File: config.mk
export PLATFORM = sky130hd
export DESIGN_NAME = apb_i2c_arbiter
export DESIGN_NICKNAME = d
export VERILOG_FILES = /design/src/rtl/apb_i2c_arb_pkg.sv /design/src/rtl/rr_arbiter.sv /design/src/rtl/apb_i2c_arbiter.sv
export SDC_FILE = /design/constraint.sdc
export NUM_CORES = 1
export LEC_CHECK = 0
export ABC_CLOCK_PERIOD_IN_PS = 3400
export CORE_MARGIN = 3
export CORE_UTILIZATION = 45
export DETAILED_ROUTE_END_ITERATION = 6
export PLACE_DENSITY = 0.85
export SYNTH_ARGS = -nofsm -noshare
export SYNTH_HDL_FRONTEND = slang
export SYNTH_SLANG_ARGS = --single-unit
File: constraint.sdc
create_clock -name pclk -period 3.4 [get_ports pclk]
set_clock_uncertainty 0.1 [all_clocks]
set_input_delay 0.68 -clock pclk [delete_from_list [all_inputs] [get_ports pclk]]
set_output_delay 0.68 -clock pclk [all_outputs]
set_load 0.005 [all_outputs]
File: src/rtl/apb_i2c_arb_pkg.sv
// Shared state encoding, default bus geometry and index-width helper for the
// APB requester arbiter in front of the I2C master core.
package apb_i2c_arb_pkg;

  typedef enum logic [1:0] {
    ST_IDLE   = 2'd0,
    ST_SETUP  = 2'd1,
    ST_ACCESS = 2'd2,
    ST_RESP   = 2'd3
  } arb_state_t;

  localparam int ARB_ADDR_W  = 8;
  localparam int ARB_DATA_W  = 8;
  localparam int ARB_TIMEOUT = 16;

  // Width needed to hold values 0..n-1, never narrower than one bit.
  function automatic int idx_width(input int n);
    return (n <= 2) ? 1 : $clog2(n);
  endfunction

endpackage

File: src/rtl/rr_arbiter.sv
// Combinational round-robin picker: the first active request found after
// i_last (wrapping) wins; the result is one-hot plus its binary index.
module rr_arbiter
  import apb_i2c_arb_pkg::*;
#(
  parameter int NREQ  = 2,
  parameter int IDX_W = idx_width(NREQ)
) (
  input  logic [NREQ-1:0]  i_req,
  input  logic [IDX_W-1:0] i_last,
  output logic [NREQ-1:0]  o_gnt,
  output logic [IDX_W-1:0] o_idx
);

  logic [IDX_W-1:0] w_cand;
  logic             w_found;

  always_comb begin
    o_gnt   = '0;
    o_idx   = '0;
    w_found = 1'b0;
    w_cand  = i_last;
    // Walk the ring once, starting just after the previous owner.
    for (int k = 0; k < NREQ; k++) begin
      w_cand = (w_cand == IDX_W'(NREQ - 1)) ? '0 : w_cand + IDX_W'(1);
      if (!w_found && i_req[w_cand]) begin
        w_found       = 1'b1;
        o_gnt[w_cand] = 1'b1;
        o_idx         = w_cand;
      end
    end
  end

endmodule

File: src/rtl/apb_i2c_arbiter.sv
// Shares the I2C core's single APB slave port among NREQ requesters: one
// command per grant, full setup/access transfer, response or timeout back.
module apb_i2c_arbiter
  import apb_i2c_arb_pkg::*;
#(
  parameter int NREQ    = 2,
  parameter int ADDR_W  = ARB_ADDR_W,
  parameter int DATA_W  = ARB_DATA_W,
  parameter int TIMEOUT = ARB_TIMEOUT
) (
  input  logic                   pclk,
  input  logic                   PRESET,
  input  logic [NREQ-1:0]        req_valid,
  input  logic [NREQ-1:0]        req_write,
  input  logic [NREQ*ADDR_W-1:0] req_addr,
  input  logic [NREQ*DATA_W-1:0] req_wdata,
  output logic [NREQ-1:0]        req_ready,
  output logic [NREQ-1:0]        rsp_valid,
  output logic [DATA_W-1:0]      rsp_rdata,
  output logic                   rsp_err,
  output logic                   PSELx,
  output logic                   PENABLE,
  output logic                   PWRITE,
  output logic [ADDR_W-1:0]      PADDR,
  output logic [DATA_W-1:0]      PWDATA,
  input  logic                   PREADY,
  input  logic [DATA_W-1:0]      PRDATA
);

  localparam int IDX_W = idx_width(NREQ);
  localparam int CNT_W = idx_width(TIMEOUT);

  arb_state_t       r_state;
  arb_state_t       w_state_next;
  logic             w_accept;
  logic             w_timeout;

  logic [NREQ-1:0]  w_gnt;
  logic [IDX_W-1:0] w_win_idx;
  logic [IDX_W-1:0] r_last_gnt;
  logic [IDX_W-1:0] r_owner;
  logic [CNT_W-1:0] r_wait;

  logic             r_psel;
  logic             r_penable;
  logic             r_pwrite;
  logic [ADDR_W-1:0] r_paddr;
  logic [DATA_W-1:0] r_pwdata;
  logic [NREQ-1:0]  r_rsp_valid;
  logic [DATA_W-1:0] r_rsp_rdata;
  logic             r_rsp_err;

  logic [ADDR_W-1:0] w_addr  [NREQ];
  logic [DATA_W-1:0] w_wdata [NREQ];

  generate
    for (genvar gi = 0; gi < NREQ; gi++) begin : g_unpack
      assign w_addr[gi]  = req_addr[gi*ADDR_W +: ADDR_W];
      assign w_wdata[gi] = req_wdata[gi*DATA_W +: DATA_W];
    end
  endgenerate

  rr_arbiter #(
    .NREQ  (NREQ),
    .IDX_W (IDX_W)
  ) u_rr (
    .i_req  (req_valid),
    .i_last (r_last_gnt),
    .o_gnt  (w_gnt),
    .o_idx  (w_win_idx)
  );

  always_ff @(posedge pclk or posedge PRESET) begin
    if (PRESET) begin
      r_state <= ST_IDLE;
    end else begin
      r_state <= w_state_next;
    end
  end

  always_comb begin
    w_state_next = r_state;
    w_accept     = 1'b0;
    w_timeout    = 1'b0;
    case (r_state)
      ST_IDLE: begin
        if (|req_valid) begin
          w_accept     = 1'b1;
          w_state_next = ST_SETUP;
        end
      end
      ST_SETUP: begin
        w_state_next = ST_ACCESS;
      end
      ST_ACCESS: begin
        if (PREADY) begin
          w_state_next = ST_RESP;
        end else if (r_wait == CNT_W'(TIMEOUT - 1)) begin
          w_timeout    = 1'b1;
          w_state_next = ST_RESP;
        end
      end
      ST_RESP: begin
        w_state_next = ST_IDLE;
      end
      default: begin
        w_state_next = ST_IDLE;
      end
    endcase
  end

  // Grant is only offered while idle; reset masks it so nothing can be taken.
  assign req_ready = (r_state == ST_IDLE && !PRESET) ? w_gnt : '0;

  always_ff @(posedge pclk or posedge PRESET) begin
    if (PRESET) begin
      r_last_gnt  <= IDX_W'(NREQ - 1);
      r_owner     <= '0;
      r_wait      <= '0;
      r_psel      <= 1'b0;
      r_penable   <= 1'b0;
      r_pwrite    <= 1'b0;
      r_paddr     <= '0;
      r_pwdata    <= '0;
      r_rsp_valid <= '0;
      r_rsp_rdata <= '0;
      r_rsp_err   <= 1'b0;
    end else begin
      // Bus strobes are registered from the next state so they line up with it.
      r_psel      <= (w_state_next == ST_SETUP) || (w_state_next == ST_ACCESS);
      r_penable   <= (w_state_next == ST_ACCESS);
      r_rsp_valid <= '0;

      if (w_accept) begin
        r_owner  <= w_win_idx;
        r_pwrite <= req_write[w_win_idx];
        r_paddr  <= w_addr[w_win_idx];
        r_pwdata <= w_wdata[w_win_idx];
      end

      if (r_state == ST_ACCESS) begin
        if (w_state_next == ST_RESP) begin
          r_rsp_valid[r_owner] <= 1'b1;
          r_last_gnt           <= r_owner;
          r_rsp_err            <= w_timeout;
          r_rsp_rdata          <= (!w_timeout && !r_pwrite) ? PRDATA : '0;
        end else begin
          r_wait <= r_wait + CNT_W'(1);
        end
      end

      if (r_state == ST_RESP) begin
        r_wait <= '0;
      end
    end
  end

  assign PSELx     = r_psel;
  assign PENABLE   = r_penable;
  assign PWRITE    = r_pwrite;
  assign PADDR     = r_paddr;
  assign PWDATA    = r_pwdata;
  assign rsp_valid = r_rsp_valid;
  assign rsp_rdata = r_rsp_rdata;
  assign rsp_err   = r_rsp_err;

endmodule

==> metrics, run 1 <==
1st-pass router iterations=4; Inserted Diodes=0; Detail Route Antenna Nets=0; grt met2 use=0.318; gp weighted congestion=around 0.76; RSZ-0062 raised after global routing=false; CORE AREA=around 0.0038 mm^2; vias=between 1500 and 2000; Slew Viols, Final=0; H-Tree Depth=2; Nets=307; routed len/inst=between 10 and 15 um; Mapped Area=roughly 0.0018 mm^2; Iter 0 DRT Violations=91; Longest Clk Path Bufs=2; Reg area=952 um^2; dpl hpwl=between 3000 and 4000 um; post-DR vias/cell=5.17; share of cells above drive strength 1=0.134; status=completed; Seq/Total Area, Yosys=0.525; met1 usage in global routing=0.224; Synth area leaders=dfrtp_1, a21oi_1, ha_1; CTS Buf Count=5; first-pass GRT wire length=around 7300 um; CTS root buffer=clkbuf_8; CTS resizes=0; Tot GR Track Use=0.190; crit path max fanout=6; full die area=about 0.0048 mm^2; Mapped Nets=between 200 and 250; CP startpoint kind=input port; Hold WC Path Type=flip-flop to flip-flop; Congestion Overflow GR=0; Die Span Y=69.5 um; share of the synthesized area in the top cell type=0.511; Arr. time, crit path=roughly 2100 ps; footprint of the multi-input gates=773 um^2; post-layout power=2.05 mW; kind of end point of the critical path=output port; largest net degree at the start of global routing=37; GR Util met3=0.0623; Ys Warns=0; period utilisation layout=0.859; Req. time, crit path=between 2000 and 3000 ps; number of synthesized register bits=38; Hold Buf Count CTS=0; # setup viols final=0; Slew @ Worst Pin=796 ps; Synth cell types=38; # DRC=0; cell leakage power=1.18 nW; Pwr Density=765 mW/mm^2; final core occ=0.711; kind of critical path=input port to output port; vias in the first global route=between 1500 and 2000; clk sinks=38; CTS tree=done; Mapped Cells=between 150 and 200; fin crit period=slightly below 3000 ps; # rows=22; Max-Slew Margin vs Limit=0.469; clock latency on the worst-skew pair=~290 ps; GRT Max-Usage Layer=met2; Ports=between 70 and 80; Fmax=0.342 GHz; chip width=between 60 and 70 um; largest area contributor in the synthesized netlist=dfrtp_1; initial antenna violation count=0; Final Hold Viols=0; DRT Wirelength=4460 um; Mean Syn Cell Area=slightly above 10 um^2; max-cap violations=0; Setup Buffers After CTS=0; Area growth syn-to-layout=48.0%; maximum VDD drop=between 0.4 and 0.5 mV; Reg clk slew, reported paths=around 70 ps; fill cell count=291; number of port buffers=78; setup TNS=0 ps; initial core utilization=0.481
-- worst max-delay path, cell delays in order --
cell and delay, ps:
clkdlybuf4s50_1 580, a21boi_4 210, and3_2 180, clkdlybuf4s50_1 490
-- sequential cells by signal, indices dropped and copies added, names as in the netlist --
name,count
PWRITE,1
rsp_valid,2
rsp_rdata,8
r_owner,1
rsp_err,1
PADDR,8
r_wait,4
PSELx,1
PENABLE,1
r_state,2
PWDATA,8
r_last_gnt,1
-- logic make-up after synthesis --
kind of cell	count (synthesis)	share of synthesized area
AND/OR/NAND/NOR	60	0.151
AO/OA/AOI/OAI	52	0.206
flip-flops	38	0.525
buffers and inverters	15	0.0483
adder cells (fa/ha/maj)	7	0.0483
XOR/XNOR	2	0.00966
multiplexers	2	0.0117
-- report_power, final --
group | switching, mW | internal [mW]
Combinational | 0.451 | 0.555
Sequential | 0.110 | 0.646
Clock | 0.149 | 0.142
Total | 0.710 | 1.34
-- final timing paths --
check	cells after the start	from	endpoint	slack [ps]
max	4	req_valid[1]	req_ready[1]	480
min reg2reg	1	r_owner	rsp_valid[0]	370
min	1	r_owner	rsp_valid[0]	370
max in group asynchronous	3	PRESET	r_last_gnt	1960
min in group asynchronous	2	PRESET	PADDR[3]	510
max reg2reg	8	r_state[0]	rsp_rdata[1]	870
-- final cells by class --
type,instances,area share
sequential,38,0.355
timing repair buffer,80,0.297
multi-input combinational,123,0.288
clock buffer,6,0.0271
tap,48,0.0224
inverter,5,0.00700
clock inverter,2,0.00373
-- Yosys cell counts, drive strengths merged --
cell,n
a22o,1
inv,5
a21boi,1
a31o,8
xor2,1
o31ai,1
mux2,1
o2111a,1
o21ba,1
and3,2
nand3b,1
nand2,19
nand3,1
a21oi,34
a21o,1
nand4,1
nor2,23
buf,8
dfstp,1
ha,7
nor4b,1
nor2b,1
dfrtp,37
and2b,1
nor3,1
clkbuf,2
o21ai,1
a211oi,1
and2,9
mux2i,1
o21a,1
xnor2,1
a21bo,1
-- cell usage in the layout (no fill, tap or decap), types with 2 or more instances in the layout --
| cell | instances |
|---|---|
| nand2_1 | 19 |
| a21oi_2 | 9 |
| a31o_2 | 8 |
| ha_1 | 7 |
| inv_1 | 5 |
| and2_1 | 9 |
| a21oi_1 | 25 |
| clkbuf_8 | 5 |
| dfrtp_1 | 37 |
| clkdlybuf4s50_1 | 78 |
| buf_4 | 2 |
| nor2_1 | 23 |
| clkinv_2 | 2 |
-- per-stage QoR --
step,cells,setup WS [ps],area [um^2],hold WS [ps]
finish,302,479,2680,370
global route,302,434,2680,414
CTS,302,471,2680,381
detailed placement,294,336,2600,361
global placement,294,484,2600,368
floorplan,176,762,1810,319
-- layer usage --
metal | share of wire | vias up
met5 | 0 | -
met4 | 0.022 | 0
met3 | 0.068 | 12
met2 | 0.50 | 53
met1 | 0.40 | 746
li1 | - | 751
Power figures use the tool's default switching activity.
==> run 2, diff against run 1 <==
- CTS_CLUSTER_SIZE: default -> 14
==> results of run 2 <==
No change in the layout: final DEF, timing and power equal those of run 1.
==> run 3, diff against run 2 <==
--- a/config.mk
+++ b/config.mk
@@ -7,5 +7,5 @@
 export LEC_CHECK = 0
 export ABC_CLOCK_PERIOD_IN_PS = 3400
-export CORE_MARGIN = 3
+export CORE_MARGIN = 5
 export CORE_UTILIZATION = 45
 export CTS_CLUSTER_SIZE = 14
==> constraint.sdc (replaced) <==
create_clock -name pclk -period 3.4 [get_ports pclk]
set_clock_uncertainty 0.1 [all_clocks]
set_input_delay 0.85 -clock pclk [delete_from_list [all_inputs] [get_ports pclk]]
set_output_delay 0.85 -clock pclk [all_outputs]
set_load 0.005 [all_outputs]
==> run 3 against run 2 <==
Effect of this change:
- maximum frequency decreased by 11%
- sequential share of layout area shrank 0.34 points
- global-route usage down 0.78 points
- via count shrank 2.2%
- first-iteration DRC count decreased by 53%
- wire length is 2.1% higher
- highest routed layer unchanged
==> metrics, run 3 (same netlist as run 1, synthesis figures left out) <==
initial antenna violation count=0; CTS resizes=0; initial core utilization=0.460; Max-Slew Margin vs Limit=0.492; # DRC=0; CP bufs+invs=2; DRT Wirelength=approximately 4600 um; dpl hpwl=roughly 3400 um; Iter 0 DRT Violations=43; CTS Buf Count=5; RSZ-0062 raised after global routing=false; 1st-pass router iterations=4; CP Cell Sequence=clkdlybuf4s50_1, a21boi_4, and3_2, clkdlybuf4s50_1; gp weighted congestion=0.784; largest net degree at the start of global routing=39; fill cell count=between 300 and 400; Pwr Density=roughly 790 mW/mm^2; period utilisation layout=0.962; Area growth syn-to-layout=49.4%; cell leakage power=approximately 1.2 nW; Die Span Y=73.5 um; Post-DP Area=between 0.002 and 0.003 mm^2; final non-filler cell total=just over 300; # rows=23; Setup Buffers After CTS=0; fin crit period=roughly 3300 ps; Req. time, crit path=2450 ps; Fmax=0.306 GHz; Congestion Overflow GR=0; Ports=around 80; CORE AREA=around 0.0039 mm^2; slowest stage delay, CP=580 ps; first-pass GRT wire length=between 7000 and 8000 um; routed len/inst=roughly 15 um; share of cells above drive strength 1=0.130; Arr. time, crit path=approximately 2300 ps; Placed Cells=about 300; Slew Viols, Final=0; Tot GR Track Use=0.182; max-cap violations=0; CP max-delay cell=clkdlybuf4s50_1; kind of critical path=input port to output port; # setup viols final=0; chip width=73.5 um; Hold WC Path Type=flip-flop to flip-flop; CTS root buffer=clkbuf_8; full die area=around 0.0054 mm^2; kind of end point of the critical path=output port; Inserted Diodes=0; setup TNS=0 ps; Final Cell Area=0.00271 mm^2; most common cell after layout, fill and taps aside=clkdlybuf4s50_1; Longest Clk Path Bufs=2; CTS tree=done; Slew @ Worst Pin=762 ps; vias=approximately 1500; CP startpoint kind=input port; final core occ=0.687; Reg clk slew, reported paths=60 ps; post-DR vias/cell=around 5.0; WHS=between 300 and 400 ps; clk sinks=38; commonest cells after routing, fill and taps aside=clkdlybuf4s50_1, dfrtp_1, a21oi_1; number of port buffers=78; Final Hold Viols=0; Hold Buf Count CTS=0; Detail Route Antenna Nets=0; CP dominant cell by count=clkdlybuf4s50_1; crit path max fanout=6; maximum VDD drop=around 0.47 mV; vias in the first global route=between 1500 and 2000; crit-path leading delay family=buffers and inverters; H-Tree Depth=2; clock latency on the worst-skew pair=~290 ps; status=completed; Nets=307
run 3: through the flow:
step | setup WS [ps] | power [mW]
floorplan | 422 | 1.32
global route | 60.4 | 2.29
detailed placement | 119 | 1.79
finish | 129 | 2.14
CTS | 116 | 2.17
global placement | 163 | 1.75
run 3: worst reg2reg max path, cell delays in order, from the launching register on:
cell,delay [ps]
dfrtp_1,410
inv_1,100
ha_1,240
nor4b_1,160
a211oi_1,380
ha_1,290
nand2_1,240
and2_1,240
a31o_2,210
run 3: cell type report:
cell class	instances	area [um^2]	share of cell area
Inverter	5	18.8	0.00693
Clock inverter	1	30.0	0.0111
Timing Repair Buffer	80	796	0.294
Tap cell	50	62.6	0.0231
Multi-Input combinational cell	123	773	0.285
Clock buffer	7	76.3	0.0282
Sequential cell	38	952	0.352
run 3: layer usage:
layer	GRT usage	wire (um)	up-vias
li1	-	-	751
met5	0	0	-
met1	0.212	1800	712
met2	0.283	2200	57
met4	0.0684	74	0
met3	0.0944	476	7
run 3: power by group:
part	internal, mW	leakage, nW	switching, mW	total, mW
Combinational	0.555	0.670	0.446	1.00
Sequential	0.646	0.461	0.113	0.759
Clock	0.220	0.0524	0.156	0.375
Total	1.42	1.18	0.715	2.14
run 3: final timing paths:
path,startpoint,end,slack (ps),depth (start not counted)
worst max-delay path,req_valid[1],req_ready[1],130,4
worst min-delay path,rsp_err,rsp_err,400,2
worst max register to register,r_state[0],rsp_rdata[6],920,8
worst min register to register,rsp_err,rsp_err,400,2
max in group asynchronous,PRESET,r_last_gnt,1860,3
min in group asynchronous,PRESET,PENABLE,970,3
